$ cat config.mk
export PLATFORM = sky130hd
export DESIGN_NAME = mm_capture_writer
export DESIGN_NICKNAME = d
export VERILOG_FILES = /design/src/rtl/mm_capture_writer.sv
export SDC_FILE = /design/constraint.sdc
export NUM_CORES = 2
export LEC_CHECK = 0
export ABC_AREA = 1
export ABC_CLOCK_PERIOD_IN_PS = 26500
export CORE_MARGIN = 8
export CORE_UTILIZATION = 50
export CTS_BUF_LIST = sky130_fd_sc_hd__clkbuf_8
export CTS_CLUSTER_DIAMETER = 200
export CTS_CLUSTER_SIZE = 20
export DETAILED_ROUTE_END_ITERATION = 12
export PLACE_DENSITY = 0.7
export SYNTH_ARGS = -nofsm -noshare
export SYNTH_HDL_FRONTEND = slang
export SYNTH_SLANG_ARGS = --single-unit
$ cat constraint.sdc
create_clock -name clk -period 26.5 [get_ports clk]
set_clock_uncertainty 0.15 [all_clocks]
set_input_delay 5.3 -clock clk [delete_from_list [all_inputs] [get_ports clk]]
set_output_delay 5.3 -clock clk [all_outputs]
set_load 0.05 [all_outputs]
$ cat src/rtl/mm_capture_writer.sv
// Capture engine: serialises 256-bit line writes into {address, word} entries held in a FWFT buffer.
// Latency: first entry visible 2 cycles after accept; stalls (never drops) when the buffer is full.
module mm_capture_writer #(
  parameter int ADDR_W = 32,
  parameter int WORD_W = 32,
  parameter int LINE_W = 256,
  parameter int DEPTH  = 16
) (
  input  logic                       clk,
  input  logic                       reset,
  input  logic                       clear,
  input  logic                       mm_wr,
  input  logic [ADDR_W-1:0]          mm_wr_addr,
  input  logic [LINE_W-1:0]          mm_wr_data,
  output logic                       mm_wr_ready,
  output logic                       busy,
  output logic                       rd_valid,
  output logic [ADDR_W-1:0]          rd_addr,
  output logic [WORD_W-1:0]          rd_data,
  input  logic                       rd_pop,
  output logic [$clog2(DEPTH):0]     count,
  output logic [15:0]                lines_captured
);

  localparam int PW  = $clog2(DEPTH);
  localparam int CW  = PW + 1;
  localparam int NB  = LINE_W / WORD_W;
  localparam int BW  = $clog2(NB);
  localparam int OFS = $clog2(LINE_W / 8);
  localparam int WOF = $clog2(WORD_W / 8);

  typedef enum logic {IDLE, SER} state_t;

  state_t                      state_q, state_d;
  logic [BW-1:0]               beat_q, beat_d;
  logic [ADDR_W-1:0]           base_q, base_d;
  logic [NB-1:0][WORD_W-1:0]   line_q, line_d;
  logic [PW-1:0]               wr_ptr_q, wr_ptr_d, rd_ptr_q, rd_ptr_d;
  logic [CW-1:0]               count_q, count_d;
  logic [15:0]                 lines_q, lines_d;
  logic [ADDR_W+WORD_W-1:0]    mem_q [DEPTH];

  logic                        accept, push, pop;
  logic [ADDR_W-1:0]           push_addr;
  logic [WORD_W-1:0]           push_data;
  logic [ADDR_W+WORD_W-1:0]    head;
  logic [OFS-1:0]              unused_addr_bits;

  // Byte offset within the line is deliberately dropped.
  assign unused_addr_bits = mm_wr_addr[OFS-1:0];

  always_comb begin
    accept    = (state_q == IDLE) && !clear && mm_wr;
    pop       = rd_pop && (count_q != '0) && !clear;
    push      = (state_q == SER) && !clear && ((count_q < CW'(DEPTH)) || pop);
    push_addr = base_q + ADDR_W'({beat_q, {WOF{1'b0}}});
    push_data = line_q[beat_q];

    state_d  = state_q;
    beat_d   = beat_q;
    base_d   = base_q;
    line_d   = line_q;
    wr_ptr_d = wr_ptr_q;
    rd_ptr_d = rd_ptr_q;
    count_d  = count_q;
    lines_d  = lines_q;

    if (clear) begin
      state_d  = IDLE;
      beat_d   = '0;
      wr_ptr_d = '0;
      rd_ptr_d = '0;
      count_d  = '0;
    end else begin
      if (accept) begin
        base_d  = {mm_wr_addr[ADDR_W-1:OFS], {OFS{1'b0}}};
        line_d  = mm_wr_data;
        beat_d  = '0;
        state_d = SER;
        if (lines_q != 16'hFFFF) lines_d = lines_q + 16'd1;
      end
      if (push) begin
        wr_ptr_d = wr_ptr_q + PW'(1);
        beat_d   = beat_q + BW'(1);
        if (beat_q == BW'(NB - 1)) state_d = IDLE;
      end
      if (pop) rd_ptr_d = rd_ptr_q + PW'(1);
      case ({push, pop})
        2'b10:   count_d = count_q + CW'(1);
        2'b01:   count_d = count_q - CW'(1);
        default: count_d = count_q;
      endcase
    end
  end

  always_ff @(posedge clk or posedge reset) begin
    if (reset) begin
      state_q  <= IDLE;
      beat_q   <= '0;
      base_q   <= '0;
      line_q   <= '0;
      wr_ptr_q <= '0;
      rd_ptr_q <= '0;
      count_q  <= '0;
      lines_q  <= '0;
    end else begin
      state_q  <= state_d;
      beat_q   <= beat_d;
      base_q   <= base_d;
      line_q   <= line_d;
      wr_ptr_q <= wr_ptr_d;
      rd_ptr_q <= rd_ptr_d;
      count_q  <= count_d;
      lines_q  <= lines_d;
    end
  end

  // Storage needs no reset: the head is masked to zero while empty.
  always_ff @(posedge clk) begin
    if (push) mem_q[wr_ptr_q] <= {push_addr, push_data};
  end

  always_comb begin
    head           = mem_q[rd_ptr_q];
    rd_valid       = (count_q != '0);
    rd_addr        = rd_valid ? head[ADDR_W+WORD_W-1:WORD_W] : '0;
    rd_data        = rd_valid ? head[WORD_W-1:0] : '0;
    mm_wr_ready    = (state_q == IDLE) && !clear;
    busy           = (state_q == SER);
    count          = count_q;
    lines_captured = lines_q;
  end

endmodule

==> results.py <==
metrics = {
    "run_status": {
        "run_status": "finished, final reports clean",
    },
    "place": {
        "globalplace.congestion": 0.824,
        "portBuffers": 373,
        "dp_hpwl_microns": 81000,
    },
    "sta": {
        "rsz0062_at_grt": "false",
        "fin_crit_sh_pct": 47.2,
        "slew-limit-headroom_pct": 7.85,
        "tightestPinTransition_ns": 1.38,
        "fmax_mhz": 80.0,
        "fin_hold_ws_ns": 0.333,
        "fin_setup_tns_ns": 0,
        "finalHoldViolations": 0,
        "setup_viol": 0,
        "finalMaxSlewViolations": 0,
        "period_needed_ns": 12.50,
    },
    "global_route": {
        "grt_pass1_vias": 35100,
        "met1_usage_pct": 32.1,
        "antenna_found_initial": 14,
        "grt_max_degree": 203,
        "grt_first_pass_wirelength_microns": 216000,
        "grtUsageMet3_pct": 4.65,
        "grtUsageTotal_pct": 24.1,
        "grt_util_met2_pct": 40.5,
        "grt_remaining_overflow": 0,
        "busiest_layer": "met2",
    },
    "worst_setup_path": {
        "rr_worst_depth": 4,
        "slowest_delay_ns": 0.88,
        "reg2reg_to": "mem_q[10][29]",
        "crit_buf_inv": 2,
        "r2r_slack_ns": 22.19,
        "cp-start-kind": "input port",
        "cp-end-kind": "primary output",
        "required_ns": 21.05,
        "path_cells": "clkdlybuf4s50_1, nor2_2, clkdlybuf4s50_1",
        "path_delay_family": "buffers and inverters",
        "r2r_start": "beat_q[0]",
        "slowest_stage": "clkdlybuf4s50_1",
        "cp_num_cells": 3,
        "path_max_fanout": 6,
        "critical_path_class": "in2out",
        "crit_arrival_ns": 7.05,
        "cpMostUsedCell": "clkdlybuf4s50_1",
    },
    "clocking": {
        "clkTransAtPathRegs_ns": 0.09,
        "htreeDepth": 3,
        "cts_hold_buf": 0,
        "post_cts_buffers": 0,
        "ctsResizeCount": 0,
        "cts_tree": "yes",
        "cts_max_path_buffers": 3,
        "cts-root-buf": "clkbuf_8",
        "cts_buffers": 75,
        "clock-sinks": 1308,
        "clk_latency_ns": 0.75,
    },
    "route": {
        "vias_per_cell": 5.84,
        "drt_wl_total_microns": 144000,
        "dr.pass1.iters": 7,
        "drc": 0,
        "detail_route.wl_per_cell_microns": 23.5,
        "drtIter0Drc": 3620,
        "via_count": 35800,
        "ant_nets": 0,
    },
    "synth": {
        "yosys.area_share.adder_pct": 0.237,
        "synth_edf_count": 992,
        "synthMuxAreaShare_pct": 0,
        "synth_top_area_share_pct": 56.5,
        "syn_area_sq_mm": 0.0527,
        "ys_warn_count": 0,
        "synth_largest_area_cell": "edfxtp_1",
        "synthSimpleGateAreaFrac_pct": 11.2,
        "synth.most_common_cell": "edfxtp_1",
        "syn_avg_cell_area_sq_um": 11.7,
        "synth_cells": 4497,
        "yosys.cell_types.count": 32,
        "ys_async_sr_fraction_pct": 24.2,
        "synth_area_leaders": "edfxtp_1, dfrtp_1, o21ai_0",
        "ys_seq_area_share_pct": 71.5,
        "synth_compound_area_share_pct": 13.5,
        "synth_top_family_by_area": "compound AO/OA/AOI/OAI gates",
        "synth_ff_type": "edfxtp_1",
        "synth_xor_area_share_pct": 0.199,
        "synth-seq-cells": 1308,
        "synth_common_cells": "edfxtp_1, nand2_1, o21ai_0",
    },
    "die": {
        "num_rows": 119,
        "die-area_sq_mm": 0.116,
        "die_h_microns": 341,
        "top_level_ports": 381,
        "core-area_sq_mm": 0.105,
        "fp.dieW_microns": 341,
        "start_util_pct": 50.2,
    },
    "final_layout": {
        "layout-drive-gt1-share_pct": 3.94,
        "fin_nets": 4996,
        "area_delta_synth_final_pct": 11.6,
    },
    "pwr": {
        "p_leak_nw": 21.0,
        "p_per_area_mw_per_mm2": 85.5,
        "ir_worst_vdd_mv": 0.0667,
    },
    "worst_hold_path": {
        "min_path_type": "reg2reg",
        "hold_path_depth": 2,
        "hold_end": "line_q[83]",
        "min-delay-start": "line_q[83]",
    },
    "flow_run": {
        "cap_viol_max_count": 0,
    },
}
==> per-stage QoR <==
step / area (sq um) / util (%) / setup WS (ns) / total power [mW] / instances
after floorplan: 52700 / - / 12.31 / 3.58 / 4498
after global placement: 57500 / 54.8 / 14.02 / 4.16 / 6007
after detailed placement: 57500 / 54.8 / 14.04 / 4.19 / 6007
after CTS: 58800 / 56.0 / 14.02 / 5.05 / 6138
after global routing: 58800 / 56.0 / 13.95 / 5.26 / 6139
final: 58800 / 56.0 / 14.00 / 5.03 / 6141
==> routing by layer <==
metal	share of wire, %	routed length (microns)	up-vias
met5	0.086	124	-
met4	2.8	4110	20
met3	7.9	11400	222
met2	49	70600	1466
met1	40	58200	17700
li1	-	-	16400
==> kinds of logic after synthesis <==
| logic type | Yosys count |
|---|---|
| flops | 1308 |
| simple gates | 1541 |
| other cells | 1 |
| compound gates | 1199 |
| fa+ha+maj | 10 |
| xor+xnor | 12 |
| buf+inv | 426 |
==> tightest hold or removal path: stages (launching register included) <==
cell     delay, ns
dfrtp_1       0.35
nand2_1       0.06
nand2_1       0.05
==> sequential cells by signal, summed over array words and instances (netlist names) <==
| signal | cells |
|---|---|
| lines_captured | 16 |
| rd_ptr_q | 4 |
| mem_q | 992 |
| count | 5 |
| busy | 1 |
| line_q | 256 |
| wr_ptr_q | 4 |
| beat_q | 3 |
| base_q | 27 |
==> where the power goes <==
| group | switching (mW) | leakage [nW] | internal [mW] |
|---|---|---|---|
| Combinational | 1.18 | 7.25 | 0.463 |
| Sequential | 0.105 | 13.0 | 2.39 |
| Clock | 0.611 | 0.841 | 0.281 |
| Total | 1.90 | 21.0 | 3.13 |
==> layout by cell type (no fill, tap or decap), drive strengths merged <==
cell           instances
a21boi                 1
a21oi                 97
a31oi                 33
buf                   70
clkbuf                79
clkdlybuf4s50        373
clkinv                 5
clkinvlp               1
conb                   2
dfrtp                316
diode                  3
edfxtp               992
ha                    10
inv                  147
nand2                833
nand3                 61
nand3b                 1
nand4                  8
nor2                 634
nor3                   3
nor4                   1
o211ai               113
o21ai                674
o221ai               167
o22ai                114
xnor2                  6
xor2                   6
==> cell type report <==
class,instances,area [sq um]
timing repair buffer,443,4280
clock buffer,79,1090
multi-input combinational,2764,13400
antenna,3,7.51
clock inverter,52,211
tap,1391,1740
fill,8801,46100
inverter,101,413
sequential,1308,37700
==> worst max-delay path by stage <==
stage,slack [ns],endpoint,startpoint
final,14.00,mm_wr_ready,clear
after CTS,14.02,mm_wr_ready,clear
after global routing,13.95,mm_wr_ready,clear
after detailed placement,14.04,mm_wr_ready,clear
after global placement,14.02,mm_wr_ready,clear
after floorplan,12.31,base_q[10],reset
Note: power is estimated with default switching activity, not from simulation.
